`src/rtl/stream_wrr_arbiter_pkg.sv`:
```
// Shared types and helpers for the packet-granular weighted round-robin stream arbiter.
package stream_arb_pkg;

   typedef enum logic {
      IDLE  = 1'b0,
      BURST = 1'b1
   } arb_state_e;

   // Widest QoS field the credit helper accepts; credit width tracks the QoS width.
   localparam int unsigned QOS_W_MAX = 16;

   // A weight of zero still earns one packet per grant.
   function automatic logic [QOS_W_MAX-1:0] qos_to_credit(input logic [QOS_W_MAX-1:0] qos);
      return (qos == '0) ? QOS_W_MAX'(1) : qos;
   endfunction

endpackage

```
`src/rtl/stream_wrr_arbiter_if.sv`:
```
// Stream bundle between the per-source producers, the arbiter and the downstream consumer.
interface stream_wrr_arbiter_if #(
   parameter int unsigned T_DATA_WIDTH = 8,
   parameter int unsigned T_QOS__WIDTH = 4,
   parameter int unsigned STREAM_COUNT = 2
);
   localparam int unsigned ID_W = $clog2(STREAM_COUNT);

   logic [T_DATA_WIDTH-1:0] s_data_i [STREAM_COUNT];
   logic [T_QOS__WIDTH-1:0] s_qos_i  [STREAM_COUNT];
   logic [STREAM_COUNT-1:0] s_last_i;
   logic [STREAM_COUNT-1:0] s_valid_i;
   logic [STREAM_COUNT-1:0] s_ready_o;

   logic [T_DATA_WIDTH-1:0] m_data_o;
   logic [T_QOS__WIDTH-1:0] m_qos_o;
   logic [ID_W-1:0]         m_id_o;
   logic                    m_last_o;
   logic                    m_valid_o;
   logic                    m_ready_i;

   modport slave (
      input  s_data_i, s_qos_i, s_last_i, s_valid_i, m_ready_i,
      output s_ready_o, m_data_o, m_qos_o, m_id_o, m_last_o, m_valid_o
   );

   modport master (
      output s_data_i, s_qos_i, s_last_i, s_valid_i, m_ready_i,
      input  s_ready_o, m_data_o, m_qos_o, m_id_o, m_last_o, m_valid_o
   );

endinterface

```
`src/rtl/stream_wrr_arbiter_rr_pick.sv`:
```
// Rotating priority encoder: first set bit of valid searching upward from last_id+1 (mod N).
module rr_pick #(
   parameter int unsigned N    = 2,
   parameter int unsigned ID_W = 1
) (
   input  logic [N-1:0]    valid,
   input  logic [ID_W-1:0] last_id,
   output logic            found,
   output logic [ID_W-1:0] idx
);

   int unsigned     cand;
   logic [ID_W-1:0] cand_id;

   // Offsets are scanned farthest-first so the nearest valid stream is the last one written.
   always_comb begin
      found   = 1'b0;
      idx     = '0;
      cand    = 0;
      cand_id = '0;
      for (int unsigned k = 0; k < N; k++) begin
         cand    = (32'(last_id) + N - k) % N;
         cand_id = ID_W'(cand);
         if (valid[cand_id]) begin
            found = 1'b1;
            idx   = cand_id;
         end
      end
   end

endmodule

```
`src/rtl/stream_wrr_arbiter.sv`:
```
// Packet-granular weighted round-robin arbiter; define WRR_QOS_WEIGHT_EN for QoS-weighted
// credit, otherwise every grant carries exactly one packet. T_QOS__WIDTH must not exceed QOS_W_MAX.
module stream_wrr_arbiter
   import stream_arb_pkg::*;
#(
   parameter int unsigned T_DATA_WIDTH = 8,
   parameter int unsigned T_QOS__WIDTH = 4,
   parameter int unsigned STREAM_COUNT = 2
) (
   input  logic                clk,
   input  logic                rst_n,
   stream_wrr_arbiter_if.slave bus
);

   localparam int unsigned ID_W     = $clog2(STREAM_COUNT);
   localparam int unsigned CREDIT_W = T_QOS__WIDTH;

   arb_state_e              state_q, state_d;
   logic [ID_W-1:0]         grant_q, grant_d;
   logic [ID_W-1:0]         last_id_q, last_id_d;
   logic [CREDIT_W-1:0]     credit_q, credit_d;
   logic                    in_pkt_q, in_pkt_d;

   logic                    pick_found;
   logic [ID_W-1:0]         pick_idx;
   logic [CREDIT_W-1:0]     credit_load;
   logic                    out_free;
   logic                    accept;
   logic [STREAM_COUNT-1:0] s_ready_c;

   logic [T_DATA_WIDTH-1:0] m_data_q;
   logic [T_QOS__WIDTH-1:0] m_qos_q;
   logic [ID_W-1:0]         m_id_q;
   logic                    m_last_q;
   logic                    m_valid_q;

   rr_pick #(
      .N    (STREAM_COUNT),
      .ID_W (ID_W)
   ) u_rr_pick (
      .valid   (bus.s_valid_i),
      .last_id (last_id_q),
      .found   (pick_found),
      .idx     (pick_idx)
   );

`ifdef WRR_QOS_WEIGHT_EN
   assign credit_load = CREDIT_W'(qos_to_credit(QOS_W_MAX'(bus.s_qos_i[pick_idx])));
`else
   assign credit_load = CREDIT_W'(1);
`endif

   // Output slot can take a beat when empty or draining this cycle.
   assign out_free = !m_valid_q || bus.m_ready_i;

   always_ff @(posedge clk or negedge rst_n) begin
      if (!rst_n) begin
         state_q   <= IDLE;
         grant_q   <= '0;
         last_id_q <= ID_W'(STREAM_COUNT - 1);
         credit_q  <= '0;
         in_pkt_q  <= 1'b0;
      end else begin
         state_q   <= state_d;
         grant_q   <= grant_d;
         last_id_q <= last_id_d;
         credit_q  <= credit_d;
         in_pkt_q  <= in_pkt_d;
      end
   end

   always_comb begin
      state_d   = state_q;
      grant_d   = grant_q;
      last_id_d = last_id_q;
      credit_d  = credit_q;
      in_pkt_d  = in_pkt_q;
      s_ready_c = '0;
      accept    = 1'b0;
      case (state_q)
         IDLE: begin
            if (pick_found) begin
               grant_d  = pick_idx;
               credit_d = credit_load;
               state_d  = BURST;
            end
         end
         BURST: begin
            s_ready_c[grant_q] = out_free;
            accept             = out_free && bus.s_valid_i[grant_q];
            if (accept) begin
               if (bus.s_last_i[grant_q]) begin
                  in_pkt_d = 1'b0;
                  credit_d = credit_q - CREDIT_W'(1);
                  if (credit_q == CREDIT_W'(1)) begin
                     last_id_d = grant_q;
                     state_d   = IDLE;
                  end
               end else begin
                  in_pkt_d = 1'b1;
               end
            end else if (!in_pkt_q && !bus.s_valid_i[grant_q]) begin
               // Source went quiet between packets: give up the rest of the credit.
               credit_d  = '0;
               last_id_d = grant_q;
               state_d   = IDLE;
            end
         end
         default: state_d = IDLE;
      endcase
   end

   always_ff @(posedge clk or negedge rst_n) begin
      if (!rst_n) begin
         m_data_q  <= '0;
         m_qos_q   <= '0;
         m_id_q    <= '0;
         m_last_q  <= 1'b0;
         m_valid_q <= 1'b0;
      end else if (accept) begin
         m_data_q  <= bus.s_data_i[grant_q];
         m_qos_q   <= bus.s_qos_i[grant_q];
         m_id_q    <= grant_q;
         m_last_q  <= bus.s_last_i[grant_q];
         m_valid_q <= 1'b1;
      end else if (bus.m_ready_i) begin
         m_valid_q <= 1'b0;
      end
   end

   assign bus.s_ready_o = s_ready_c;
   assign bus.m_data_o  = m_data_q;
   assign bus.m_qos_o   = m_qos_q;
   assign bus.m_id_o    = m_id_q;
   assign bus.m_last_o  = m_last_q;
   assign bus.m_valid_o = m_valid_q;

endmodule

```
`src/flat_wrapper.sv`:
```
// flat-port wrapper written by rule: the top's interface ports become plain ports
module stream_wrr_arbiter_flat import stream_arb_pkg::*;
#(
   parameter int unsigned T_DATA_WIDTH = 8,
   parameter int unsigned T_QOS__WIDTH = 4,
   parameter int unsigned STREAM_COUNT = 2
)
  (clk, rst_n, bus_s_data_i, bus_s_qos_i, bus_s_last_i, bus_s_valid_i, bus_m_ready_i, bus_s_ready_o, bus_m_data_o, bus_m_qos_o, bus_m_id_o, bus_m_last_o, bus_m_valid_o);
  stream_wrr_arbiter_if #(.T_DATA_WIDTH(T_DATA_WIDTH), .T_QOS__WIDTH(T_QOS__WIDTH), .STREAM_COUNT(STREAM_COUNT)) bus_i ();
  input  logic clk;
  input  logic rst_n;
  input wire logic [$bits(bus_i.s_data_i)-1:0] bus_s_data_i;
  input wire logic [$bits(bus_i.s_qos_i)-1:0] bus_s_qos_i;
  input wire logic [$bits(bus_i.s_last_i)-1:0] bus_s_last_i;
  input wire logic [$bits(bus_i.s_valid_i)-1:0] bus_s_valid_i;
  input wire logic [$bits(bus_i.m_ready_i)-1:0] bus_m_ready_i;
  output wire logic [$bits(bus_i.s_ready_o)-1:0] bus_s_ready_o;
  output wire logic [$bits(bus_i.m_data_o)-1:0] bus_m_data_o;
  output wire logic [$bits(bus_i.m_qos_o)-1:0] bus_m_qos_o;
  output wire logic [$bits(bus_i.m_id_o)-1:0] bus_m_id_o;
  output wire logic [$bits(bus_i.m_last_o)-1:0] bus_m_last_o;
  output wire logic [$bits(bus_i.m_valid_o)-1:0] bus_m_valid_o;
  assign bus_i.s_data_i = {>>{bus_s_data_i}};
  assign bus_i.s_qos_i = {>>{bus_s_qos_i}};
  assign bus_i.s_last_i = bus_s_last_i;
  assign bus_i.s_valid_i = bus_s_valid_i;
  assign bus_i.m_ready_i = bus_m_ready_i;
  assign bus_s_ready_o = bus_i.s_ready_o;
  assign bus_m_data_o = bus_i.m_data_o;
  assign bus_m_qos_o = bus_i.m_qos_o;
  assign bus_m_id_o = bus_i.m_id_o;
  assign bus_m_last_o = bus_i.m_last_o;
  assign bus_m_valid_o = bus_i.m_valid_o;
  stream_wrr_arbiter #(.T_DATA_WIDTH(T_DATA_WIDTH), .T_QOS__WIDTH(T_QOS__WIDTH), .STREAM_COUNT(STREAM_COUNT)) u_core (.clk(clk), .rst_n(rst_n), .bus(bus_i));
endmodule
```
`config.mk`:
```
export PLATFORM = sky130hd
export DESIGN_NAME = stream_wrr_arbiter_flat
export DESIGN_NICKNAME = d
export VERILOG_FILES = /design/src/rtl/stream_wrr_arbiter_pkg.sv /design/src/rtl/stream_wrr_arbiter_if.sv /design/src/rtl/stream_wrr_arbiter_rr_pick.sv /design/src/rtl/stream_wrr_arbiter.sv /design/src/flat_wrapper.sv
export SDC_FILE = /design/constraint.sdc
export NUM_CORES = 1
export LEC_CHECK = 0
export ABC_AREA = 0
export ABC_CLOCK_PERIOD_IN_PS = 2400
export CAP_MARGIN = 20
export CORE_MARGIN = 2
export CORE_UTILIZATION = 55
export CTS_BUF_LIST = sky130_fd_sc_hd__clkbuf_8
export CTS_CLUSTER_SIZE = 14
export DETAILED_ROUTE_END_ITERATION = 8
export DONT_BUFFER_PORTS = 1
export PLACE_DENSITY = 0.69
export SYNTH_ARGS = -nofsm -noshare
export SYNTH_HDL_FRONTEND = slang
export SYNTH_SLANG_ARGS = --single-unit
```
`constraint.sdc`:
```
create_clock -name clk -period 2.4 [get_ports clk]
set_clock_uncertainty 0.15 [all_clocks]
set_input_delay 0.48 -clock clk [delete_from_list [all_inputs] [get_ports clk]]
set_output_delay 0.48 -clock clk [all_outputs]
set_load 0.1 [all_outputs]
```
==> summary.md, run 1 <==
| Metric | Value |
|---|---|
| Status | `complete, no violations` |
| Tot GR Track Use | `21.25%` |
| Drt first pass iters | `4` |
| Max Slew Vio Count | `0` |
| Period utilization | `90.01%` |
| Worst reg2reg setup slack | `470 ps` |
| Crit path launch type | `flop` |
| Hold crit path type | `in2reg` |
| Crit. Startpoint | `u_core.grant_q$_DFFE_PN0P_` |
| Tmin final | `2160 ps` |
| Max transition margin | `66.87%` |
| Worst-path clk slew | `80 ps` |
| Worst R2R Path Depth | `4` |
| Total CTS buffers | `3` |
| Critical Path RT | `1770 ps` |
| Ant. Diodes | `0` |
| Max-Cap Viols | `0` |
| CTS root buf | `clkbuf_8` |
| Fmax | `462.9 MHz` |
| WL/cell | `14.93 um` |
| Initial Util | `58.94%` |
| # IOs | `48` |
| Distinct cell type count after synthesis | `31` |
| Fillers | `168` |
| Area of the die | `0.002532 mm2` |
| Vias | `904` |
| Residual DRC | `0` |
| Post-CTS resize count | `0` |
| Share of the synthesized area in the top cell type | `46.66%` |
| # H-tree levels | `1` |
| Worst r2r dst | `u_core.bus.m_data_o[2]$_DFFE_PN0P_` |
| GRT overflow | `0` |
| Num Clock Sinks | `23` |
| RSZ-0062 raised after global routing | `no` |
| Largest net degree at the start of global routing | `28` |
| Hold Vio Cnt, Final | `0` |
| Initial DRC count | `13` |
| PortBufs | `0` |
| Yosys top cell by area | `dfrtp_1` |
| CTS Hold Bufs | `1` |
| Crit path kind | `reg2out` |
| # nets final | `169` |
| CP endpoint | `bus_s_ready_o[0]` |
| First-pass GRT wire length | `4036 um` |
| Syn Inst Count | `118` |
| Rows | `16` |
| Final WL | `2418 um` |
| Fraction of layout cells with a size suffix above 1 | `20.74%` |
| Setup_tns | `0 ps` |
| Final setup vio count | `0` |
| DPL Wire Length | `1739 um` |
| Die Y | `50.32 um` |
| Synth-to-layout area growth | `16.23%` |
| Synth Area per Inst | `9.999 um2` |
| Postcts setup bufs | `0` |
| Number of vias per cell | `5.580` |
| TritonCTS clock tree | `done` |
| Post-synthesis register bit count | `23` |
| Bufs on Longest Clock Path | `2` |
| R2r startpoint | `u_core.grant_q$_DFFE_PN0P_` |
| Sequential share of the synthesized area | `48.89%` |
| Vias in the first global route | `913` |
| Syn Nets | `151` |
| Ranking of synthesized cells by area | `dfrtp_1 47%, mux2i_1 11%, o21ai_0 6.4%, nand2_1 5.7%, dfstp_2 2.2%` |
| Die X-Extent | `50.32 um` |
| Antenna viol nets, final | `0` |
| Worst-Skew Late Latency | `260 ps` |
| Core ar. | `0.002002 mm2` |
| Number of antenna violations at the first check in global routing | `0` |
| CP endpoint kind | `output pin` |
| Arrival time at the worst endpoint | `1530 ps` |
| Worst Path Max Fanout | `9` |
| Synthesis Warnings | `0` |
| GPL Wtd Cong | `0.8564` |
| Cell area after synthesis | `0.001180 mm2` |
| Worst slew pin tran | `499.6 ps` |
## worst max-delay path: stages, from the launching register on
cell	delay, ps
dfrtp_1	540
inv_1	190
and3_2	530
## kinds of logic after synthesis
group                    after synthesis  synth area share [%]
AO/OA/AOI/OAI                         29                 15.80
adder cells (fa/ha/maj)                2                 2.121
buffers and inverters                 14                 6.468
flip-flops                            23                 48.89
multiplexers                          15                 13.47
AND/OR/NAND/NOR                       35                 13.26
## synthesized netlist by cell type
master	count
clkbuf_1	2
dfrtp_1	22
buf_4	2
o41a_1	1
nor2_1	5
nor4_1	1
nand2_1	18
nand2b_1	1
ha_1	2
a221oi_2	1
o32ai_1	1
and3_1	3
a32o_1	1
o21ai_0	15
inv_1	7
mux2_4	1
mux2i_1	13
a31oi_1	1
o21a_1	2
dfstp_2	1
nand3_1	1
nand4_1	1
a32oi_1	1
o2bb2ai_1	1
buf_2	1
or4_1	1
mux2i_2	1
o31ai_1	1
nor3_1	4
buf_6	2
a21oi_1	4
## how the worst min path moves through the flow
stage / startpoint / end / slack (ps) / cells after the start
global route: bus_s_valid_i[1] / u_core.grant_q$_DFFE_PN0P_ / 230 / 1
detailed placement: rst_n / u_core.bus.m_qos_o[3]$_DFFE_PN0P_ / 40 / 0
global placement: rst_n / u_core.bus.m_data_o[2]$_DFFE_PN0P_ / 30 / 0
CTS: bus_s_valid_i[1] / u_core.grant_q$_DFFE_PN0P_ / 230 / 1
floorplan: rst_n / u_core.bus.m_data_o[0]$_DFFE_PN0P_ / 30 / 0
finish: bus_s_valid_i[1] / u_core.grant_q$_DFFE_PN0P_ / 230 / 1
## layer usage
metal  vias to the layer above  part of all wire [%]  GRT usage, %
li1                        451                     -             -
met1                       409                    44         27.47
met2                        38                    47         32.68
met3                         6                   7.1         5.655
met4                         0                   2.0         11.26
met5                         -                     0             0
## cell usage in the layout, fill, tap and decap left out, drive strengths merged, types with 2 or more instances in the layout
cell    Yosys  final
clkbuf      2      3
a21oi       4      4
nor3        4      4
o21ai      15     15
buf         5     19
o21a        2      2
mux2i      14     14
and3        3      3
dfrtp      22     22
ha          2      2
nand2      18     18
inv         7      8
nor2        5      5
## state kept, by name, summed over array words and instances, names as in the netlist
| signal | flops |
|---|---|
| u_core.credit_q | 4 |
| u_core.bus.m_qos_o | 4 |
| u_core.bus.m_valid_o | 1 |
| u_core.in_pkt_q | 1 |
| u_core.grant_q | 1 |
| u_core.bus.m_id_o | 1 |
| u_core.bus.m_data_o | 8 |
| u_core.state_q | 1 |
| u_core.bus.m_last_o | 1 |
| u_core.last_id_q | 1 |
## per-stage QoR
| step | utilization [%] | setup WS, ps | hold WS, ps | cell area, um2 | std cells |
|---|---|---|---|---|---|
| detailed placement | 65.00 | 484.1 | 35.08 | 1301 | 156 |
| floorplan | - | 114.6 | 34.41 | 1182 | 118 |
| CTS | 67.75 | 234.5 | 226.6 | 1356 | 161 |
| global placement | 65.00 | 523.3 | 34.88 | 1301 | 156 |
| global route | 68.50 | 180.8 | 234.8 | 1371 | 162 |
| finish | 68.50 | 239.7 | 233.6 | 1371 | 162 |
## final cells by class
cell class	instances	area, um2	area share (%)
Clock buffer	3	41.29	3.011
Clock inverter	1	3.754	0.2737
Inverter	7	26.28	1.916
Multi-Input combinational cell	81	529.3	38.59
Sequential cell	23	576.8	42.06
Tap cell	27	33.78	2.463
Timing Repair Buffer	20	160.2	11.68
Power of run 1 is left out: the tool's default activity adds up to more than one toggle a clock period on the data nets, which glitch-free logic cannot reach.
==> inputs of run 2 (changes only) <==
ABC_AREA = 1   (was 0)
ABC_CLOCK_PERIOD_IN_PS = 2050   (was 2400)
clock period = 2.05 ns   (was 2.4 ns; I/O delays follow)
==> summary.md, run 2 <==
| Metric | Value |
|---|---|
| Hold depth | `2 (+1)` |
| Num Clock Sinks | `23 (unchanged)` |
| Max Slew Vio Count | `0 (unchanged)` |
| Area of the die | `0.002678 mm2 (+5.8%)` |
| Postcts setup bufs | `0 (unchanged)` |
| Initial Util | `57.22% (-1.7 points)` |
| Multi-input gate area | `581.8 um2 (+9.9%)` |
| Status | `complete, no violations` |
| Most frequent cells in the layout | `48 x nand2_1, 20 x dfrtp_1, 16 x nor2_1, 16 x buf_4, 12 x nand3_1` |
| Ranking of synthesized cells by area | `dfrtp_1 44%, nand2_1 14%, a31oi_2 6.0%, nor2_1 5.4%, nand3_1 4.8%` |
| PortBufs | `0 (unchanged)` |
| Max-Cap Viols | `0 (unchanged)` |
| Worst-path clk slew | `90 ps (about the same)` |
| Commonest non-fill, non-tap cell in the layout | `nand2_1` |
| Post-synthesis adder-cell area fraction | `1.996% (-0.12 points)` |
| Worst Min Path Start | `bus_s_qos_i[7]` |
| GPL Wtd Cong | `0.8208 (-4.2%)` |
| Synth Area per Inst | `8.303 um2 (-17%)` |
| R2r startpoint | `u_core.grant_q$_DFFE_PN0P_` |
| Vias in the first global route | `1,076 (+18%)` |
| CP endpoint kind | `output pin` |
| Synthesis Warnings | `0 (unchanged)` |
| Crit path kind | `reg2out` |
| Die X-Extent | `51.75 um (+2.8%)` |
| # nets final | `204 (+21%)` |
| Ant. Diodes | `0 (unchanged)` |
| Sequential share of the synthesized area | `46.01% (-2.9 points)` |
| Crit path launch type | `flop` |
| Post-synthesis register bit count | `23 (unchanged)` |
| Share of the synthesized area in the top cell type | `43.91% (-2.7 points)` |
| Rows | `17 (+1)` |
| Fraction of layout cells with a size suffix above 1 | `24.71% (+4.0 points)` |
| Xor and xnor area share after synthesis | `0.6986% (+0.70 points)` |
| RSZ-0062 raised after global routing | `no` |
| Placed insts | `192 (+23%)` |
| Syn Nets | `184 (+22%)` |
| Largest family of logic cells by synthesized area | `simple AND/OR/NAND/NOR gates` |
| # IOs | `48 (unchanged)` |
| Fillers | `181 (+7.7%)` |
| Post-synth top cells | `48 x nand2_1, 22 x dfrtp_1, 18 x nor2_1` |
| Worst slew pin tran | `292.6 ps (-207.0 ps)` |
| Distinct cell type count after synthesis | `26 (-16%)` |
| Mux cell area share after synthesis | `0% (-13 points)` |
| Hold crit path type | `in2reg` |
| Worst reg2reg setup slack | `320 ps (-150 ps)` |
| Worst r2r dst | `u_core.credit_q[1]$_DFFE_PN0P_` |
| Bufs on Longest Clock Path | `2 (unchanged)` |
| Synth-to-layout area growth | `18.86%` |
| Period utilization | `97.29%` |
| Hold Vio Cnt, Final | `0 (unchanged)` |
| Worst R2R Path Depth | `8 (+4)` |
| Cell area after synthesis | `0.001254 mm2 (+6.3%)` |
| Number of antenna violations at the first check in global routing | `0 (unchanged)` |
| Residual DRC | `0 (unchanged)` |
| Critical Path RT | `1490 ps (-280 ps)` |
| Tmin final | `1994 ps` |
| Setup_tns | `0 ps (unchanged)` |
| Die Y | `51.75 um (+2.8%)` |
| Count leader, synth | `nand2_1` |
| Number of flip-flops under the largest register name | `8 (unchanged)` |
| Max transition margin | `80.49% (+14 points)` |
| Drt first pass iters | `4 (unchanged)` |
| Tot GR Track Use | `24.38% (+3.1 points)` |
| Total CTS buffers | `3 (unchanged)` |
| Final WL | `2734 um (+13%)` |
| Hold_ws | `136.8 ps (-96.83 ps)` |
| Ys async rst share | `100.0% (unchanged)` |
| Simple-gate share of the synthesized area | `28.84% (+16 points)` |
| Vias | `1,052 (+16%)` |
| Final cell count without fillers | `198 (+22%)` |
| Syn Inst Count | `151 (+28%)` |
| Final setup vio count | `0 (unchanged)` |
| Yosys top cell by area | `dfrtp_1` |
| First-pass GRT wire length | `4781 um (+18%)` |
| Worst-Skew Late Latency | `270 ps (about the same)` |
| Complex-gate fraction of the synthesized area | `13.67% (-2.1 points)` |
| Initial DRC count | `22 (+9)` |
| Antenna viol nets, final | `0 (unchanged)` |
| Fmax | `501.4 MHz` |
| Number of vias per cell | `5.313 (-4.8%)` |
| Hold endpoint | `u_core.bus.m_qos_o[3]$_DFFE_PN0P_` |
| Register Area | `581.8 um2 (+0.87%)` |
| Worst Path Max Fanout | `4 (-5)` |
| # H-tree levels | `1 (unchanged)` |
| GRT overflow | `0 (unchanged)` |
| TritonCTS clock tree | `done` |
| Largest net degree at the start of global routing | `27 (-3.6%)` |
| CTS root buf | `clkbuf_8` |
| Arrival time at the worst endpoint | `1430 ps (-100 ps)` |
| Core ar. | `0.002191 mm2 (+9.4%)` |
| WL/cell | `13.81 um (-7.5%)` |
| Predominant post-synthesis flop cell | `dfrtp_1` |
| DPL Wire Length | `1971 um (+13%)` |
| Post-synth EDFFs | `0 (unchanged)` |
==> run 2: changes by cell type in the layout (fill, tap and decap cells not counted), moves of 3 or more <==
cell	delta
nand2_1	+30
a31oi_2	+6
nor2_1	+11
inv_1	+3
nor3_1	-4
nand3_1	+11
a31oi_1	+5
mux2i_1	-13
o21ai_0	-10
==> run 2: area by class of cell <==
type	instances	area share, %
Clock buffer	3	2.771
Clock inverter	1	0.3359
Inverter	14	4.030
Multi-Input combinational cell	109	39.04
Sequential cell	23	39.04
Tap cell	28	2.351
Timing Repair Buffer	20	12.43
==> run 2: worst max-delay path by stage <==
stage,from,end,cells past startpoint
after global placement,u_core.bus.m_valid_o$_DFFE_PN0P_,bus_s_ready_o[0],4
after floorplan,u_core.bus.m_valid_o$_DFFE_PN0P_,bus_s_ready_o[0],3
after CTS,u_core.state_q$_DFF_PN0_,bus_s_ready_o[0],5
after global routing,u_core.state_q$_DFF_PN0_,bus_s_ready_o[0],5
final,u_core.bus.m_valid_o$_DFFE_PN0P_,bus_s_ready_o[0],4
after detailed placement,u_core.state_q$_DFF_PN0_,bus_s_ready_o[0],5
==> run 2: cell families (layout without fill, tap and decap cells) <==
| family | count (synthesis) | in the layout |
|---|---|---|
| AOI/OAI and AO/OA | 21 | 21 |
| xor gates and xnor gates | 1 | 1 |
| adders and majority gates | 2 | 2 |
| buffers and inverters | 19 | 38 |
| DFF | 23 | 23 |
| and+or+nand+nor | 85 | 85 |
==> run 2: critical path, cell delays in order (launching register included) <==
cell and delay (ps):
dfrtp_4 500, a21oi_4 210, inv_1 140, nor2_4 140
buf_12 180
==> run 2: timing repair <==
item | in CTS | in global routing
gates resized for setup | 0 | 1
hold endpoints to repair | 23 | 0
hold buffers | 1 | 0
endpoints found under the setup margin | 0 | 2
==> run 2: routing by layer <==
metal | routed length, um | part of all wire [%] | up-vias | GRT usage (%)
li1 | - | - | 525 | -
met5 | 0 | 0 | - | 0
met2 | 1395 | 51 | 31 | 41.45
met3 | 167 | 6.1 | 5 | 5.172
met4 | 31 | 1.1 | 0 | 9.211
met1 | 1139 | 42 | 491 | 30.38
==> run 2: per-stage QoR <==
step | util, % | worst slack, ps | cell area (um2)
global route | 68.02 | 1.704 | 1490
floorplan | - | 3.103 | 1272
global placement | 64.71 | 342.4 | 1418
finish | 68.02 | 55.64 | 1490
detailed placement | 64.71 | 324.9 | 1418
CTS | 67.28 | 6.449 | 1474
Power of run 2 is left out for the same reason.
==> inputs of run 3 (changes only) <==
PLACE_DENSITY = unset   (was 0.69)
PLACE_DENSITY_LB_ADDON = 0.2   (was unset)
==> summary.md, run 3 (synthesis results as in run 2) <==
| Metric | Value |
|---|---|
| Met3 usage | `4.310% (-0.86 points)` |
| Hold crit path type | `in2reg` |
| CP endpoint kind | `output pin` |
| Status | `complete, no violations` |
| Area of the die | `0.002678 mm2 (unchanged)` |
| Fmax | `512.8 MHz (+2.3%)` |
| Worst path slowest cell | `dfrtp_4` |
| WL/cell | `13.78 um (-0.18%)` |
| DPL Wire Length | `1948 um (-1.1%)` |
| Max-Cap Viols | `0 (unchanged)` |
| Fraction of layout cells with a size suffix above 1 | `25.29% (+0.59 points)` |
| CP top delay family | `flip-flops` |
| Drt first pass iters | `4 (unchanged)` |
| Placement Setup Slack | `297.3 ps (-27.52 ps)` |
| Number of vias per cell | `5.470 (+2.9%)` |
| Antenna viol nets, final | `0 (unchanged)` |
| Tmin final | `1950 ps (-44.30 ps)` |
| # nets final | `204 (unchanged)` |
| First-pass GRT wire length | `4629 um (-3.2%)` |
| Final WL | `2729 um (-0.18%)` |
| Ant. Diodes | `0 (unchanged)` |
| Max transition margin | `67.76% (-13 points)` |
| Critical Path RT | `1490 ps (about the same)` |
| Commonest non-fill, non-tap cell in the layout | `nand2_1` |
| Critical path depth | `4 (unchanged)` |
| Total CTS buffers | `3 (unchanged)` |
| Fillers | `178 (-1.7%)` |
| Hold Vio Cnt, Final | `0 (unchanged)` |
| Crit path kind | `reg2out` |
| Largest net degree at the start of global routing | `27 (unchanged)` |
| Vias | `1,083 (+2.9%)` |
| R2r startpoint | `u_core.grant_q$_DFFE_PN0P_` |
| Num Clock Sinks | `23 (unchanged)` |
| Worst-Skew Late Latency | `260 ps (about the same)` |
| Worst slew pin tran | `481.9 ps (+189.3 ps)` |
| Max Slew Vio Count | `0 (unchanged)` |
| Critical path buffer and inverter count | `2 (unchanged)` |
| Hold_ws | `150.8 ps (+14.01 ps)` |
| Vias in the first global route | `1,120 (+4.1%)` |
| CP endpoint | `bus_s_ready_o[0]` |
| PortBufs | `0 (unchanged)` |
| Worst r2r dst | `u_core.credit_q[1]$_DFFE_PN0P_` |
| Final setup vio count | `0 (unchanged)` |
| Most frequent cells in the layout | `48 x nand2_1, 20 x dfrtp_1, 16 x nor2_1, 16 x buf_4, 12 x nand3_1` |
| Met1 usage | `26.92% (-3.5 points)` |
| Die Y | `51.75 um (unchanged)` |
| Initial Util | `57.22% (unchanged)` |
| CP max stage delay | `500 ps (about the same)` |
| Tot GR Track Use | `22.89% (-1.5 points)` |
| # H-tree levels | `1 (unchanged)` |
| Worst reg2reg setup slack | `270 ps (-50 ps)` |
| Core ar. | `0.002191 mm2 (unchanged)` |
| Crit-path cells | `a21oi_4 > inv_2 > nor2_4 > buf_12` |
| CTS root buf | `clkbuf_8` |
| Worst Path Max Fanout | `4 (unchanged)` |
| TritonCTS clock tree | `done` |
| GPL Wtd Cong | `0.8487 (+3.4%)` |
| Number of flip-flops under the largest register name | `8 (unchanged)` |
| GRT overflow | `0 (unchanged)` |
| # IOs | `48 (unchanged)` |
| Worst R2R Path Depth | `8 (unchanged)` |
| Most Crowded Layer GR | `met2` |
| RSZ-0062 raised after global routing | `no` |
| Initial DRC count | `16 (-27%)` |
| Residual DRC | `0 (unchanged)` |
| Worst-path clk slew | `90 ps (about the same)` |
| Die X-Extent | `51.75 um (unchanged)` |
| Arrival time at the worst endpoint | `1390 ps (-40 ps)` |
| Bufs on Longest Clock Path | `2 (unchanged)` |
| Setup_tns | `0 ps (unchanged)` |
| Rows | `17 (unchanged)` |
| Crit. Startpoint | `u_core.bus.m_valid_o$_DFFE_PN0P_` |
| Final WS setup | `99.94 ps (+44.30 ps)` |
| Period utilization | `95.12% (-2.2 points)` |
| Global Route met2 Usage | `39.74% (-1.7 points)` |
| Fin util | `68.13% (+0.11 points)` |
| Number of antenna violations at the first check in global routing | `0 (unchanged)` |
| Synth-to-layout area growth | `19.06%` |
| Crit path launch type | `flop` |
run 3: how the worst min path moves through the flow:
stage          slack [ps]  depth (start not counted)            start                            endpoint
6_report              150                          2   bus_s_qos_i[2]   u_core.bus.m_qos_o[2]$_DFFE_PN0P_
5_1_grt               140                          2   bus_s_qos_i[2]   u_core.bus.m_qos_o[2]$_DFFE_PN0P_
4_1_cts               150                          2  bus_s_data_i[7]  u_core.bus.m_data_o[7]$_DFFE_PN0P_
3_5_place_dp          -40                          0            rst_n   u_core.bus.m_qos_o[1]$_DFFE_PN0P_
3_3_place_gp          -40                          0            rst_n  u_core.bus.m_data_o[7]$_DFFE_PN0P_
2_1_floorplan         -40                          0            rst_n  u_core.bus.m_data_o[0]$_DFFE_PN0P_
run 3: area by class of cell:
class / instances / area, um2 / share of cell area, %
clock buffers: 3 / 41.29 / 2.766
clock inverters: 1 / 7.507 / 0.5029
inverters: 14 / 60.06 / 4.023
multi-input cells: 109 / 581.8 / 38.98
flip-flops and latches: 23 / 581.8 / 38.98
well taps: 28 / 35.03 / 2.347
repair buffers: 20 / 185.2 / 12.41
run 3: repair_timing:
action / 4_1_cts / 5_1_grt
hold endpoints to repair: 23 / 0
hold buffers: 1 / 0
setup endpoints to repair: 0 / 2
resized for setup: 0 / 2
buffers inserted: 0 / 0
run 3: routing by layer:
layer | wire length, um | up-vias | part of all wire (%)
li1 | - | 524 | -
met1 | 1173 | 515 | 43
met2 | 1317 | 40 | 48
met3 | 202 | 4 | 7.4
met4 | 36 | 0 | 1.3
met5 | 0 | - | 0
run 3: worst register-to-register path, cell delays in order (launching register included):
cell	delay, ps
dfrtp_1	510
inv_4	230
nand2_2	80
nand2_2	120
nand2_1	130
nand3_2	130
nand3_1	160
nand2_1	100
nand2_1	60
run 3: stage by stage:
stage | instance area (um2) | std cells
final | 1493 | 198
after global routing | 1493 | 198
after CTS | 1476 | 197
after detailed placement | 1418 | 192
after global placement | 1418 | 192
after floorplan | 1272 | 151
Power of run 3 is left out for the same reason.
